[src/rtl/back_place_select_if.sv]
// back_place_select_if: request, placement result and occupancy write-back bundle.
interface back_place_select_if;
  logic        in_valid;
  logic [3:0]  str_id_1, str_id_2, str_id_3;
  logic [7:0]  occ_width_1, occ_width_2, occ_width_3;
  logic [4:0]  width_in, height_in;
  logic        place_valid, place_fail;
  logic [3:0]  place_strip;
  logic [7:0]  place_x;
  logic [4:0]  place_height;
  logic        wr_en;
  logic [3:0]  wr_addr;
  logic [7:0]  wr_data;
  logic [15:0] place_cnt, fail_cnt;
  modport master (
    output in_valid, str_id_1, str_id_2, str_id_3, occ_width_1, occ_width_2, occ_width_3, width_in, height_in,
    input  place_valid, place_fail, place_strip, place_x, place_height, wr_en, wr_addr, wr_data, place_cnt, fail_cnt
  );
  modport slave (
    input  in_valid, str_id_1, str_id_2, str_id_3, occ_width_1, occ_width_2, occ_width_3, width_in, height_in,
    output place_valid, place_fail, place_strip, place_x, place_height, wr_en, wr_addr, wr_data, place_cnt, fail_cnt
  );
endinterface

[src/rtl/back_place_select.sv]
// back_place_select: best-fit strip choice among three candidates, with occupancy write-back.
// BACK_PLACE_FWD_EN enables forwarding of the last two writes over stale occupancy.
module back_place_select #(
  parameter logic [7:0] STRIP_WIDTH = 8'd128
) (
  input logic clk,
  input logic rst,
  back_place_select_if.slave bus
);
  logic        place_valid_q, place_valid_d, place_fail_q, place_fail_d;
  logic [3:0]  place_strip_q, place_strip_d;
  logic [7:0]  place_x_q, place_x_d;
  logic [4:0]  place_height_q, place_height_d;
  logic        wr_en_q, wr_en_d;
  logic [3:0]  wr_addr_q, wr_addr_d;
  logic [7:0]  wr_data_q, wr_data_d;
  logic [15:0] place_cnt_q, place_cnt_d, fail_cnt_q, fail_cnt_d;
  logic [3:0]  id [3];
  logic [7:0]  raw [3];
  logic [7:0]  occ [3];
  logic [8:0]  sum [3];
  logic        sel_v;
  logic [1:0]  sel_i;
  logic [8:0]  sel_sum;
  logic        ok;
`ifdef BACK_PLACE_FWD_EN
  // Older history entry; the newest one is the registered write port itself.
  logic        h2_v_q, h2_v_d;
  logic [3:0]  h2_a_q, h2_a_d;
  logic [7:0]  h2_d_q, h2_d_d;
`endif
  always_comb begin
    id = '{bus.str_id_1, bus.str_id_2, bus.str_id_3};
    raw = '{bus.occ_width_1, bus.occ_width_2, bus.occ_width_3};
    sel_v = 1'b0;
    sel_i = 2'd0;
    sel_sum = 9'd0;
    for (int i = 0; i < 3; i++) begin
`ifdef BACK_PLACE_FWD_EN
      occ[i] = (wr_en_q && wr_addr_q == id[i]) ? wr_data_q : (h2_v_q && h2_a_q == id[i]) ? h2_d_q : raw[i];
`else
      occ[i] = raw[i];
`endif
      sum[i] = {1'b0, occ[i]} + {4'b0, bus.width_in};
      if (id[i] != 4'd0 && sum[i] <= {1'b0, STRIP_WIDTH} && (!sel_v || sum[i] > sel_sum)) begin
        sel_v = 1'b1;
        sel_i = 2'(i);
        sel_sum = sum[i];
      end
    end
    ok = bus.in_valid && sel_v;
    place_valid_d = bus.in_valid;
    place_fail_d = bus.in_valid ? !sel_v : place_fail_q;
    place_strip_d = bus.in_valid ? (sel_v ? id[sel_i] : 4'd0) : place_strip_q;
    place_x_d = bus.in_valid ? (sel_v ? occ[sel_i] : 8'd0) : place_x_q;
    place_height_d = bus.in_valid ? bus.height_in : place_height_q;
    wr_en_d = ok;
    wr_addr_d = place_strip_d;
    wr_data_d = ok ? sel_sum[7:0] : wr_data_q;
    place_cnt_d = (ok && place_cnt_q != 16'hFFFF) ? place_cnt_q + 16'd1 : place_cnt_q;
    fail_cnt_d = (bus.in_valid && !sel_v && fail_cnt_q != 16'hFFFF) ? fail_cnt_q + 16'd1 : fail_cnt_q;
`ifdef BACK_PLACE_FWD_EN
    h2_v_d = wr_en_q;
    h2_a_d = wr_addr_q;
    h2_d_d = wr_data_q;
`endif
  end
  always_ff @(posedge clk or negedge rst)
    if (!rst) begin
      place_valid_q <= 1'b0;
      place_fail_q <= 1'b0;
      place_strip_q <= 4'd0;
      place_x_q <= 8'd0;
      place_height_q <= 5'd0;
      wr_en_q <= 1'b0;
      wr_addr_q <= 4'd0;
      wr_data_q <= 8'd0;
      place_cnt_q <= 16'd0;
      fail_cnt_q <= 16'd0;
`ifdef BACK_PLACE_FWD_EN
      h2_v_q <= 1'b0;
      h2_a_q <= 4'd0;
      h2_d_q <= 8'd0;
`endif
    end else begin
      place_valid_q <= place_valid_d;
      place_fail_q <= place_fail_d;
      place_strip_q <= place_strip_d;
      place_x_q <= place_x_d;
      place_height_q <= place_height_d;
      wr_en_q <= wr_en_d;
      wr_addr_q <= wr_addr_d;
      wr_data_q <= wr_data_d;
      place_cnt_q <= place_cnt_d;
      fail_cnt_q <= fail_cnt_d;
`ifdef BACK_PLACE_FWD_EN
      h2_v_q <= h2_v_d;
      h2_a_q <= h2_a_d;
      h2_d_q <= h2_d_d;
`endif
    end
  assign bus.place_valid = place_valid_q;
  assign bus.place_fail = place_fail_q;
  assign bus.place_strip = place_strip_q;
  assign bus.place_x = place_x_q;
  assign bus.place_height = place_height_q;
  assign bus.wr_en = wr_en_q;
  assign bus.wr_addr = wr_addr_q;
  assign bus.wr_data = wr_data_q;
  assign bus.place_cnt = place_cnt_q;
  assign bus.fail_cnt = fail_cnt_q;
endmodule
[src/flat_wrapper.sv]
// flat-port wrapper written by rule: the top's interface ports become plain ports
module back_place_select_flat 
#(
  parameter logic [7:0] STRIP_WIDTH = 8'd128
)
  (clk, rst, bus_in_valid, bus_str_id_1, bus_str_id_2, bus_str_id_3, bus_occ_width_1, bus_occ_width_2, bus_occ_width_3, bus_width_in, bus_height_in, bus_place_valid, bus_place_fail, bus_place_strip, bus_place_x, bus_place_height, bus_wr_en, bus_wr_addr, bus_wr_data, bus_place_cnt, bus_fail_cnt);
  back_place_select_if bus_i ();
  input logic clk;
  input logic rst;
  input wire logic [$bits(bus_i.in_valid)-1:0] bus_in_valid;
  input wire logic [$bits(bus_i.str_id_1)-1:0] bus_str_id_1;
  input wire logic [$bits(bus_i.str_id_2)-1:0] bus_str_id_2;
  input wire logic [$bits(bus_i.str_id_3)-1:0] bus_str_id_3;
  input wire logic [$bits(bus_i.occ_width_1)-1:0] bus_occ_width_1;
  input wire logic [$bits(bus_i.occ_width_2)-1:0] bus_occ_width_2;
  input wire logic [$bits(bus_i.occ_width_3)-1:0] bus_occ_width_3;
  input wire logic [$bits(bus_i.width_in)-1:0] bus_width_in;
  input wire logic [$bits(bus_i.height_in)-1:0] bus_height_in;
  output wire logic [$bits(bus_i.place_valid)-1:0] bus_place_valid;
  output wire logic [$bits(bus_i.place_fail)-1:0] bus_place_fail;
  output wire logic [$bits(bus_i.place_strip)-1:0] bus_place_strip;
  output wire logic [$bits(bus_i.place_x)-1:0] bus_place_x;
  output wire logic [$bits(bus_i.place_height)-1:0] bus_place_height;
  output wire logic [$bits(bus_i.wr_en)-1:0] bus_wr_en;
  output wire logic [$bits(bus_i.wr_addr)-1:0] bus_wr_addr;
  output wire logic [$bits(bus_i.wr_data)-1:0] bus_wr_data;
  output wire logic [$bits(bus_i.place_cnt)-1:0] bus_place_cnt;
  output wire logic [$bits(bus_i.fail_cnt)-1:0] bus_fail_cnt;
  assign bus_i.in_valid = bus_in_valid;
  assign bus_i.str_id_1 = bus_str_id_1;
  assign bus_i.str_id_2 = bus_str_id_2;
  assign bus_i.str_id_3 = bus_str_id_3;
  assign bus_i.occ_width_1 = bus_occ_width_1;
  assign bus_i.occ_width_2 = bus_occ_width_2;
  assign bus_i.occ_width_3 = bus_occ_width_3;
  assign bus_i.width_in = bus_width_in;
  assign bus_i.height_in = bus_height_in;
  assign bus_place_valid = bus_i.place_valid;
  assign bus_place_fail = bus_i.place_fail;
  assign bus_place_strip = bus_i.place_strip;
  assign bus_place_x = bus_i.place_x;
  assign bus_place_height = bus_i.place_height;
  assign bus_wr_en = bus_i.wr_en;
  assign bus_wr_addr = bus_i.wr_addr;
  assign bus_wr_data = bus_i.wr_data;
  assign bus_place_cnt = bus_i.place_cnt;
  assign bus_fail_cnt = bus_i.fail_cnt;
  back_place_select #(.STRIP_WIDTH(STRIP_WIDTH)) u_core (.clk(clk), .rst(rst), .bus(bus_i));
endmodule
[config.mk]
export PLATFORM = sky130hd
export DESIGN_NAME = back_place_select_flat
export DESIGN_NICKNAME = d
export VERILOG_FILES = /design/src/rtl/back_place_select_if.sv /design/src/rtl/back_place_select.sv /design/src/flat_wrapper.sv
export SDC_FILE = /design/constraint.sdc
export NUM_CORES = 1
export LEC_CHECK = 0
export CORE_UTILIZATION = 50
export DETAILED_ROUTE_END_ITERATION = 12
export GPL_ROUTABILITY_DRIVEN = 1
export GPL_TIMING_DRIVEN = 0
export PLACE_DENSITY = 0.86
export RECOVER_POWER = 50
export SLEW_MARGIN = 40
export SYNTH_ARGS = -nofsm -noshare
export SYNTH_HDL_FRONTEND = slang
export SYNTH_SLANG_ARGS = --single-unit
[constraint.sdc]
create_clock -name clk -period 2.3 [get_ports clk]
set_input_delay 0.345 -clock clk [delete_from_list [all_inputs] [get_ports clk]]
set_output_delay 0.345 -clock clk [all_outputs]
set_load 0.005 [all_outputs]
### Word level (Yosys, flattened, before mapping)

Cells that the tools add are included.
Widths: inputs -> output; s select.

| cells by class | value |
|---|---|
| equal/unequal tests | 2 |
| mux-type cells | 16 |
| reduce and logical (&&, ||, !) cells | 17 |
| bitwise operators | 1 |
| order comparisons | 6 |
| add/sub/neg operators | 5 |

Operators with widths:

| cell | count |
|---|---|
| $add 16x1->16 const B | 2 |
| $mux 8 | 4 |
| $ne 16x16->1 const B | 2 |
| $add 8x5->9 | 3 |
| $le 9x8->1 const B | 3 |
| $gt 9x9->1 | 2 |
| $mux 9 | 2 |
| $bmux 8 s2 | 1 |
| $mux 4 | 3 |
| $reduce_bool 4->1 | 3 |
| $logic_and 1x1->1 | 9 |
| $bmux 4 s2 | 1 |
| $mux 1 | 4 |
| $ge 3x3->1 const B | 1 |
| $logic_not 1->1 | 3 |
| $not 2->3 | 1 |
| $logic_or 1x1->1 | 2 |
| $mux 2 | 1 |

| word-level totals | value |
|---|---|
| output and inout port bits | 64 |
| flip-flop bits (word level) | 60 |

### Longest topological paths before layout

| depth | value |
|---|---|
| depth after elaboration | 17 |
| mapped depth | 28 |
| depth with buffers taken out | 26 |

### Worst setup path after synthesis

Ideal clock, no wire load.

| timing path | value |
|---|---|
| path type | input-to-reg |
| from | input port bus_width_in[0] |
| to | register u_core.wr_data_q[0], in the netlist u_core.bus.wr_data[0] |
| setup time | 0.120 ns |
| path buffers | 2 |
| required time | 2.180 ns |
| arrival | 5.861 ns |
| stages | 27 |
| slack | -3.681 ns |
| cells stage by stage | ha_1 fa_1 xor2_1 or3_1 a2111oi_4 o211ai_2 nand2_1 nand2_1 ha_1 o211a_1 o21ai_0 a21oi_1 o31ai_1 o311ai_0 o21ba_2 buf_2 a22oi_1 ha_1 nor2b_1 o21a_1 o21ai_0 a21oi_1 o41a_1 a32oi_1 buf_2 o32ai_1 a31o_2 |

| between the ends | value |
|---|---|
| cells in the longest elaborated chain, start to end | 13 |

RTL lines:

| item | RTL line | source |
|---|---|---|
| start: declaration | flat_wrapper.sv:17 | `input wire logic [$bits(bus_i.width_in)-1:0] bus_width_in;` |
| $add 8x5->9 | back_place_select.sv:44 | `sum[i] = {1'b0, occ[i]} + {4'b0, bus.width_in};` |
| $le 9x8->1 | back_place_select.sv:45 | `if (id[i] != 4'd0 && sum[i] <= {1'b0, STRIP_WIDTH} && (!sel_v \|\| sum[i] > sel_sum)) begin` |
| $logic_and 1x1->1 | back_place_select.sv:45 |  |
| $mux 9 / $mux 1 (equally long branches) | back_place_select.sv:45 |  |
| $gt 9x9->1 / $logic_not 1->1 (equally long branches) | back_place_select.sv:45 |  |
| $logic_or 1x1->1 | back_place_select.sv:45 |  |
| $logic_and 1x1->1 | back_place_select.sv:45 |  |
| $mux 9 / $mux 1 (equally long branches) | back_place_select.sv:45 |  |
| $gt 9x9->1 / $logic_not 1->1 (equally long branches) | back_place_select.sv:45 |  |
| $logic_or 1x1->1 | back_place_select.sv:45 |  |
| $logic_and 1x1->1 | back_place_select.sv:45 |  |
| $mux 1 | back_place_select.sv:45 |  |
| $logic_and 1x1->1 | back_place_select.sv:51 | `ok = bus.in_valid && sel_v;` |
| end signal: assignment | back_place_select.sv:93 | `wr_data_q <= wr_data_d;` |
| end: declaration | back_place_select.sv:16 | `logic [7:0] wr_data_q, wr_data_d;` |

Several ways; a longest one is shown, not always the timed one.
A chain may end at the register's enable or synchronous reset.

### Worst setup path in the final report

| timing path | value |
|---|---|
| from | input port bus_width_in[0] |
| to | register u_core.wr_data_q[4], in the netlist u_core.bus.wr_data[4] |

Same word-level chain as after synthesis.

==> results.sh <==
export IMPL_worst_ep_arrival_time_ps=6220
export IMPL_syn_mean_instance_area_um2=9.17
export IMPL_cts_max_path_buffers=2
export IMPL_violations="setup timing"
export IMPL_drv_slew=0
export IMPL_slew_limit_headroom_pct=44.0
export IMPL_reg2regPathDepth=8
export IMPL_status="complete, but fails checks"
export IMPL_worstSetupStartpoint="bus_width_in[0]"
export IMPL_routedWlPerCell_um=20.7
export IMPL_crit_path_max_incr_delay_ps=490
export IMPL_viasPerCell=6.37
export IMPL_p_sw_mw=1.86
export IMPL_powerDensity_mw_per_mm2=688
export IMPL_crit_end="u_core.bus.wr_data[4]"
export IMPL_tightest_slew_ps=840
export IMPL_finalInstanceArea_mm2=0.00720
export IMPL_layout_common_cells="clkdlybuf4s50_1, dfrtp_1, nand2_1, buf_4, ha_1"
export IMPL_critPathBufInv=4
export IMPL_start_util_pct=51.4
export IMPL_grt_pass1_wl_um=24900
export IMPL_antenna_found_initial=0
export IMPL_synth_edf_count=0
export IMPL_ys_seq_area_share_pct=31.6
export IMPL_die_height_um=99.5
export IMPL_regToRegStartpoint="u_core.bus.place_cnt[7]"
export IMPL_synth_top_area_share_pct=31.6
export IMPL_fp_dieArea_mm2=0.00989
export IMPL_fin_nets=772
export IMPL_rsz0062_at_grt="yes"
export IMPL_synthCells=518
export IMPL_async_reset_ff_share_pct=100
export IMPL_yosys_warnings=0
export IMPL_grt_total_usage_pct=32.4
export IMPL_dieWidth_um=99.5
export IMPL_synth_cell_types=69
export IMPL_clockPowerShare_pct=19.9
export IMPL_area_growth_pct=51.6
export IMPL_cts_buffers=9
export IMPL_drcViolationCount=0
export IMPL_comb_power_share_pct=50.4
export IMPL_path_class="primary input to register"
export IMPL_place_area_mm2=0.00620
export IMPL_switching_share_pct=37.6
export IMPL_multi_input_comb_area_mm2=0.00357
export IMPL_cp_num_cells=29
export IMPL_post_place_ws_ps=-4590
export IMPL_antennaDiodeCount=0
export IMPL_dpl_hpwl_um=10700
export IMPL_path_clk_slew_ps=70
export IMPL_routed_wl_um=17000
export IMPL_synthFlopType="dfrtp_1"
export IMPL_start_kind="primary input"
export IMPL_grt_max_degree=32
export IMPL_power_internal_mw=3.09
export IMPL_yosys_area_top_type="dfrtp_1"
export IMPL_gp_congestion=0.903
export IMPL_crit_path_max_fanout=6
export IMPL_vias=5216
export IMPL_tritoncts="built"
export IMPL_drv_cap=0
export IMPL_grt_remaining_overflow=0
export IMPL_synth_area_mm2=0.00475
export IMPL_power_leakage_nw=3.00
export IMPL_row_count=35
export IMPL_synth_area_top_cells="dfrtp_1, ha_1, xnor2_1"
export IMPL_hold_viol=0
export IMPL_fillerInstances=543
export IMPL_cts_sinks=60
export IMPL_r2r_end="u_core.bus.place_cnt[15]"
export IMPL_skew_ps=8.53
export IMPL_path_common_cell="buf_6"
export IMPL_period_share_pct=260
export IMPL_ir_drop_uv=419
export IMPL_seqCellArea_mm2=0.00150
export IMPL_root_buffer="clkbuf_8"
export IMPL_slowest_stage="a2111oi_4"
export IMPL_r2r_slack_ps=-270
export IMPL_ioPinCount=113
export IMPL_cp_required_ps=2550
export IMPL_layout_setup_ws_ps=-3670
export IMPL_first_pass_iters=6
export IMPL_path_delay_family="compound AO/OA/AOI/OAI gates"
export IMPL_ant_nets=0
export IMPL_htreeDepth=3
export IMPL_clock_latency_ps=360
export IMPL_core_area_mm2=0.00924
export IMPL_p_seq_share_pct=29.7
export IMPL_critPathCaptureType="register"
export IMPL_final_common_cell="clkdlybuf4s50_1"
export IMPL_hold_class="primary input to register"
export IMPL_ys_ff_latch=60
export IMPL_drt_iter0_drc=511
export IMPL_setup_viol=54
export IMPL_port_buffers=112
export IMPL_drive_above_1_share_pct=25.9
export IMPL_grt_pass1_vias=4989
export IMPL_fmax_mhz=167
export IMPL_fin_crit_ps=5970
## area by class of cell
class	count	share of cell area, %
buffer	22	2.47
clock buffer	9	1.72
clock inverter	7	1.04
inverter	25	1.30
multi-input combinational	411	49.6
sequential	60	20.9
tap	129	2.24
timing repair buffer	156	20.7
## timing repair
action                                  in CTS  in global routing
setup buffers                               30                  9
pin swaps                                   51                 29
endpoints found under the hold margin       29                  0
hold buffers                                 1                  0
gates cloned                                 3                  0
gates resized for setup                    108                 22
endpoints found under the setup margin      59                 58
## logic make-up (layout without fill, tap and decap cells)
logic type / Yosys count / in the layout / synth area share [%]
compound gates: 114 / 114 / 18.7
xor+xnor: 41 / 41 / 7.56
buf+inv: 48 / 219 / 4.69
mux: 26 / 26 / 5.77
flops: 60 / 60 / 31.6
other cells: 1 / 2 / 0.0790
simple gates: 190 / 190 / 21.1
fa+ha+maj: 38 / 38 / 10.5
## power groups by stage
stage	registers [mW]	logic (mW)	clock network, mW
after floorplan	1.45	1.07	0
after global placement	1.47	1.86	0
after detailed placement	1.48	1.92	0
after CTS	1.46	2.26	0.977
after global routing	1.49	2.63	1.02
final	1.47	2.50	0.985
## worst reg2reg max path, delay by kind of cell, from the launching register on
| family | cells | cell delay [ps] |
|---|---|---|
| DFF | 1 | 440 |
| xor gates and xnor gates | 1 | 170 |
| buffers and inverters | 1 | 290 |
| and+or+nand+nor | 6 | 1590 |
## synth_stat cells, types with 5 or more instances
cell	instances
clkbuf_1	8
nand3_1	24
a21oi_1	11
ha_1	35
and3_1	7
nor2_1	28
xor2_1	13
nand4_1	18
a31oi_1	14
buf_4	5
nand2b_1	5
nor3b_1	7
nand2_1	45
nor2b_1	16
or2_2	9
buf_2	7
a22oi_1	5
mux2_2	10
o32ai_1	14
mux2i_1	15
o21ai_0	8
nor3_1	11
inv_1	25
o21ai_1	5
a21o_1	10
xnor2_1	28
dfrtp_1	60
or3_1	5
## through the flow
step | power (mW) | std cells | hold slack (ps) | util, % | TNS (ps)
CTS | 4.70 | 811 | 399 | 76.3 | -101280
global placement | 3.33 | 760 | 477 | 66.9 | -204320
finish | 4.95 | 819 | 447 | 77.9 | -112040
floorplan | 2.52 | 519 | 49.4 | - | -86410
global route | 5.14 | 819 | 457 | 77.9 | -117480
detailed placement | 3.40 | 761 | 300 | 67.1 | -145430
## state kept, by name (all words and copies together) (netlist names)
signal / flops
u_core.bus.wr_data: 8
u_core.bus.place_x: 8
u_core.bus.fail_cnt: 16
u_core.bus.wr_en: 1
u_core.bus.place_valid: 1
u_core.bus.place_fail: 1
u_core.bus.place_strip: 4
u_core.bus.place_height: 5
u_core.bus.place_cnt: 16
## layer usage
layer	wire (um)	GRT usage, %
met5	0	0
met4	933	18.0
met2	8130	55.0
met3	1490	5.97
met1	6400	38.9
## worst min path at each step
stage / start / end / slack, ps / depth (start not counted)
2_1_floorplan: rst / u_core.bus.fail_cnt[0] / 50 / 0
3_3_place_gp: u_core.bus.place_cnt[15] / u_core.bus.place_cnt[15] / 480 / 1
3_5_place_dp: rst / u_core.bus.place_strip[1] / 300 / 1
4_1_cts: bus_occ_width_1[0] / u_core.bus.place_x[0] / 400 / 3
5_1_grt: bus_occ_width_1[0] / u_core.bus.place_x[0] / 460 / 3
6_report: bus_occ_width_1[0] / u_core.bus.place_x[0] / 450 / 3
No activity file was read; power rests on OpenSTA's default activity.
